## config.mk

```make
export PLATFORM = sky130hd
export DESIGN_NAME = qu_rob_mp
export DESIGN_NICKNAME = d
export VERILOG_FILES = /design/src/rtl/qu_rob_mp.sv
export SDC_FILE = /design/constraint.sdc
export NUM_CORES = 1
export LEC_CHECK = 0
export ABC_AREA = 0
export BUFFER_PORTS_ARGS = -buffer_cell sky130_fd_sc_hd__buf_4
export CAP_MARGIN = 20
export CORE_MARGIN = 2
export CORE_UTILIZATION = 40
export CTS_CLUSTER_SIZE = 10
export DETAILED_ROUTE_END_ITERATION = 7
export MAX_ROUTING_LAYER = met4
export PLACE_DENSITY_LB_ADDON = 0.3
export SETUP_SLACK_MARGIN = 0.1
export SKIP_CTS_REPAIR_TIMING = 1
export SYNTH_ARGS = -nofsm -noshare
export SYNTH_HDL_FRONTEND = slang
export SYNTH_SLANG_ARGS = --single-unit
```

## constraint.sdc

```tcl
create_clock -name clk -period 4.35 [get_ports clk]
set_clock_uncertainty 0.05 [all_clocks]
set_input_delay 0.6525 -clock clk [delete_from_list [all_inputs] [get_ports clk]]
set_output_delay 0.6525 -clock clk [all_outputs]
set_load 0.01 [all_outputs]
```

## src/rtl/qu_rob_mp.sv

```systemverilog
// Parametrised reorder buffer: in-order allocate and commit, NUM_WB_PORTS writeback channels.
// Optional same-cycle writeback-to-commit bypass when QU_ROB_WB_BYPASS_EN is defined.
module qu_rob_mp #(
  parameter int DEPTH        = 8,
  parameter int NUM_WB_PORTS = 2,
  parameter int VALUE_W      = 32,
  parameter int PHYREG_W     = 7,
  localparam int ADDR_W      = $clog2(DEPTH)
) (
  input  logic                            clk,
  input  logic                            rst_n,
  input  logic                            alloc_valid_i,
  output logic                            alloc_ready_o,
  input  logic [PHYREG_W-1:0]             alloc_phyreg_old_i,
  input  logic [31:0]                     alloc_dest_i,
  input  logic                            alloc_store_i,
  input  logic                            alloc_load_i,
  output logic [ADDR_W-1:0]               alloc_addr_o,
  input  logic                            exec_valid_i,
  input  logic [ADDR_W-1:0]               exec_addr_i,
  input  logic [NUM_WB_PORTS-1:0]         wb_valid_i,
  input  logic [NUM_WB_PORTS*ADDR_W-1:0]  wb_addr_i,
  input  logic [NUM_WB_PORTS*VALUE_W-1:0] wb_value_i,
  input  logic [NUM_WB_PORTS-1:0]         wb_mispred_i,
  output logic                            commit_valid_o,
  input  logic                            commit_ready_i,
  output logic [ADDR_W-1:0]               commit_addr_o,
  output logic [VALUE_W-1:0]              commit_value_o,
  output logic [31:0]                     commit_dest_o,
  output logic [PHYREG_W-1:0]             commit_phyreg_old_o,
  output logic                            commit_store_o,
  output logic                            commit_load_o,
  output logic                            commit_mispred_o,
  output logic                            flush_o,
  output logic [ADDR_W:0]                 count_o,
  output logic                            empty_o,
  output logic                            full_o
);

  typedef enum logic [1:0] {
    ST_EMPTY   = 2'b00,
    ST_RETIRED = 2'b01,
    ST_EXECUTE = 2'b10,
    ST_PENDING = 2'b11
  } ent_state_t;

  ent_state_t           state_q   [DEPTH];
  logic [VALUE_W-1:0]   value_q   [DEPTH];
  logic                 mispred_q [DEPTH];
  logic [31:0]          dest_q    [DEPTH];
  logic [PHYREG_W-1:0]  phyreg_q  [DEPTH];
  logic                 store_q   [DEPTH];
  logic                 load_q    [DEPTH];

  logic [ADDR_W-1:0] head_q, tail_q;
  logic [ADDR_W:0]   count_q;

  logic [DEPTH-1:0]   wb_hit;
  logic [VALUE_W-1:0] wb_val [DEPTH];
  logic [DEPTH-1:0]   wb_mp;

  logic alloc_fire, commit_fire;

  // Per-entry winning writeback; scanning downward lets the lowest channel overwrite last.
  always_comb begin
    for (int e = 0; e < DEPTH; e++) begin
      wb_hit[e] = 1'b0;
      wb_val[e] = '0;
      wb_mp[e]  = 1'b0;
      for (int c = NUM_WB_PORTS - 1; c >= 0; c--) begin
        if (wb_valid_i[c] && (wb_addr_i[c*ADDR_W +: ADDR_W] == ADDR_W'(e))) begin
          wb_hit[e] = 1'b1;
          wb_val[e] = wb_value_i[c*VALUE_W +: VALUE_W];
          wb_mp[e]  = wb_mispred_i[c];
        end
      end
      if (!(state_q[e] == ST_PENDING || state_q[e] == ST_EXECUTE)) wb_hit[e] = 1'b0;
    end
  end

  // Both sides use valid/ready: a transfer happens in any cycle where valid and ready are
  // both high; valid never depends on ready, and alloc_ready_o depends on registered state only.
  assign alloc_ready_o = !full_o;
  assign alloc_addr_o  = tail_q;
  assign alloc_fire    = alloc_valid_i && alloc_ready_o;

`ifdef QU_ROB_WB_BYPASS_EN
  logic bypass;
  assign bypass = wb_hit[head_q];

  always_comb begin
    commit_valid_o   = (state_q[head_q] == ST_RETIRED) || bypass;
    commit_value_o   = bypass ? wb_val[head_q] : value_q[head_q];
    commit_mispred_o = bypass ? wb_mp[head_q]  : mispred_q[head_q];
  end
`else
  always_comb begin
    commit_valid_o   = (state_q[head_q] == ST_RETIRED);
    commit_value_o   = value_q[head_q];
    commit_mispred_o = mispred_q[head_q];
  end
`endif

  assign commit_addr_o       = head_q;
  assign commit_dest_o       = dest_q[head_q];
  assign commit_phyreg_old_o = phyreg_q[head_q];
  assign commit_store_o      = store_q[head_q];
  assign commit_load_o       = load_q[head_q];
  assign commit_fire         = commit_valid_o && commit_ready_i;
  assign flush_o             = commit_fire && commit_mispred_o;

  assign count_o = count_q;
  assign empty_o = (count_q == '0);
  assign full_o  = (count_q == (ADDR_W+1)'(DEPTH));

  always_ff @(posedge clk or negedge rst_n) begin
    if (!rst_n) begin
      head_q  <= '0;
      tail_q  <= '0;
      count_q <= '0;
      for (int e = 0; e < DEPTH; e++) begin
        state_q[e]   <= ST_EMPTY;
        value_q[e]   <= '0;
        mispred_q[e] <= 1'b0;
        dest_q[e]    <= '0;
        phyreg_q[e]  <= '0;
        store_q[e]   <= 1'b0;
        load_q[e]    <= 1'b0;
      end
    end else if (flush_o) begin
      // Mispredicted branch commits: drop everything younger, restart just past it.
      for (int e = 0; e < DEPTH; e++) state_q[e] <= ST_EMPTY;
      head_q  <= head_q + 1'b1;
      tail_q  <= head_q + 1'b1;
      count_q <= '0;
    end else begin
      for (int e = 0; e < DEPTH; e++) begin
        if (commit_fire && (head_q == ADDR_W'(e))) begin
          state_q[e] <= ST_EMPTY;
        end else if (wb_hit[e]) begin
          state_q[e]   <= ST_RETIRED;
          value_q[e]   <= wb_val[e];
          mispred_q[e] <= wb_mp[e];
        end else if (exec_valid_i && (exec_addr_i == ADDR_W'(e)) && (state_q[e] == ST_PENDING)) begin
          state_q[e] <= ST_EXECUTE;
        end else if (alloc_fire && (tail_q == ADDR_W'(e))) begin
          state_q[e]   <= ST_PENDING;
          value_q[e]   <= '0;
          mispred_q[e] <= 1'b0;
          dest_q[e]    <= alloc_dest_i;
          phyreg_q[e]  <= alloc_phyreg_old_i;
          store_q[e]   <= alloc_store_i;
          load_q[e]    <= alloc_load_i;
        end
      end
      if (alloc_fire)  tail_q <= tail_q + 1'b1;
      if (commit_fire) head_q <= head_q + 1'b1;
      case ({alloc_fire, commit_fire})
        2'b10:   count_q <= count_q + 1'b1;
        2'b01:   count_q <= count_q - 1'b1;
        default: count_q <= count_q;
      endcase
    end
  end

endmodule

```

==> metrics <==
run status complete, but fails checks; failing checks hold timing; Synth Net Count 2733; layout cell share with drive strength beyond 1 0.301; most common cell after layout, fill and taps aside dfrtp_1; mux cell area share after synthesis 0.311; Antenna Violating Nets Remaining 0; Rows 102; count of flip-flops with a built-in enable after synthesis 0; filler cell count 6867; CTS root buffer clkbuf_16; clock share of power 0.233; routed via count 22081; vias in the first global route 23473; die footprint 0.0811 mm2; Max Slew Vio Count 0; Max Clk Rate 257 MHz; Final TNS setup 0 ns; CTS H-tree lvls 3; clk_lat worst skew 0.63 ns; worst r2r path cells 7; CTS tree yes; Seq pwr share 0.368; Core Area 0.0777 mm2; Leak Pwr 16.3 nW; height of the die 285 um; crit path max fanout 45; compound-cell area share of the yosys netlist 0.0718; Final WS setup 0.465 ns; Layout area overhead 15.2%; GRT Total Usage 0.238; Non-Filler Instances 3763; largest net degree at the start of global routing 109; CTS Sinks 618; syn_area_per_cell 12.1 um2; DRT iter0 DRCs 1792; element type at the critical path end primary output; most frequent cells in the layout dfrtp_1, nand2_1, mux2i_1; most common flop cell mapped by yosys dfrtp_1; cell-internal power 16.3 mW; # nets final 2820; Hold Crit Class in -> async; GPL Wtd Cong 0.852; Placed Cells 3645; Mapped Cells 2595; Starting Density 0.406; Max Cap Viol 0; Setup violations, final 0; power density over cell area 690 mW/mm2; PortBufs 211; Post-Route WL 93700 um; DPL Wire Length 53900 um; #FFs+latches synth 618; first-pass GRT wire length 144000 um; simple-gate share of the synthesized area 0.0804; Final Hold Viols 2; clock tree buffer depth 3; worst vdd ir 0.377 mV; Switching Share 0.351; drt first pass iters 6; DR WL/cell 24.9 um; Tcrit/Tclk final 0.893; min Tclk post-route 3.89 ns; initial antenna violation count 11; post-synthesis adder-cell area fraction 0.00619; required time worst endpoint 3.65 ns; cell area after synthesis 0.0315 mm2; Worst setup SP type flop; RSZ-0062 raised after global routing false; largest family of logic cells by synthesized area multiplexers; Switching Power 8.80 mW; Power, Total 25.0 mW; Top Ports 212; Max-slew headroom 0.248; critical setup path kind reg -> out; Comb pwr share 0.399; WHS -0.0168 ns; fraction of registers with async set/reset 1.00; Die X 285 um; Yosys cell types 61; vias per cell 5.87; Clk pin slew, worst setup/hold paths 0.06 ns; Yosys warnings 0; sequential-to-total area share from yosys stat 0.491; DRC Markers 0; Worst Tran Pin Value 1.13 ns; Num CTS Buffers 75; XOR/XNOR Fraction of Synth Area 0.00111; pre-CTS setup slack 0.834 ns; CP arrival 3.18 ns; grt total ovfl 0
-- state kept, by name (all words and copies together), names as in the netlist --
name and flops:
alloc_addr_o 3, commit_addr_o 3, count_o 4, dest_q 256, load_q 8, mispred_q 8, phyreg_q 56, state_q 16
store_q 8, value_q 256
-- per-layer routing --
metal,global-route usage,wire length [um],share of wire
met5,-,0,0
met4,0.0884,2690,0.029
met3,0.0427,6270,0.067
met2,0.372,44500,0.48
met1,0.312,40200,0.43
-- worst paths after layout --
check                                  from  slack (ns)           endpoint
hold / removal                        rst_n       -0.02       value_q[201]
hold reg to reg                value_q[105]        0.42       value_q[105]
max in group asynchronous             rst_n        3.05        dest_q[168]
min in group clk           alloc_dest_i[26]        0.23         dest_q[90]
setup / recovery           commit_addr_o[1]        0.46  commit_dest_o[20]
setup reg to reg           commit_addr_o[0]        0.81       value_q[182]
-- cell type report --
class / count / area (um2) / share of cell area
antenna: 11 / 27.5 / 0.000758
clock buffer: 95 / 1980 / 0.0546
clock inverter: 12 / 265 / 0.00731
inverter: 12 / 46.3 / 0.00127
multi-input combinational: 1706 / 15000 / 0.413
sequential: 618 / 15500 / 0.426
tap: 1040 / 1300 / 0.0358
timing repair buffer: 269 / 2210 / 0.0607
-- critical path, cell delays in order, from the launching register on --
cell and delay (ns):
dfrtp_4 0.49, buf_4 0.55, buf_4 0.69, mux4_2 0.41
nand2_1 0.08, nand2_1 0.11, buf_4 0.16
-- cell families (layout without fill, tap and decap cells) --
logic type | Yosys count | count (layout)
AOI/OAI and AO/OA | 328 | 328
and+or+nand+nor | 608 | 608
muxes | 751 | 751
adders and majority gates | 15 | 15
xor gates and xnor gates | 4 | 4
DFF | 618 | 618
other | 0 | 11
buffers and inverters | 271 | 388
-- power by group through the flow --
stage / logic (mW) / registers, mW / clock network, mW
final: 10.0 / 9.21 / 5.84
after CTS: 10.1 / 9.19 / 5.96
after global placement: 9.80 / 9.08 / 0
after floorplan: 6.90 / 8.79 / 0
after global routing: 10.8 / 9.47 / 6.22
after detailed placement: 10.1 / 9.28 / 0
-- per-stage QoR --
step / util / instance area, um2 / hold WS (ns)
after detailed placement: 0.438 / 34000 / 0.414
after floorplan: - / 31500 / 0.307
after CTS: 0.467 / 36300 / 0.0534
after global placement: 0.438 / 34000 / 0.403
after global routing: 0.467 / 36300 / 0.0647
final: 0.467 / 36300 / -0.0168
-- Yosys cell counts (all sizes together), types with 14 or more instances --
cell    instances  share of area
a21oi          16         0.0031
nor2           27         0.0034
mux2          335           0.12
nand2         504          0.060
nand3          16         0.0025
o31ai         195          0.046
dfrtp         618           0.49
mux2i         266          0.084
buf           165          0.026
mux4          150           0.11
o21ai          91          0.015
clkbuf         94          0.011
ha             14         0.0056
Note: power is estimated with default switching activity, not from simulation.
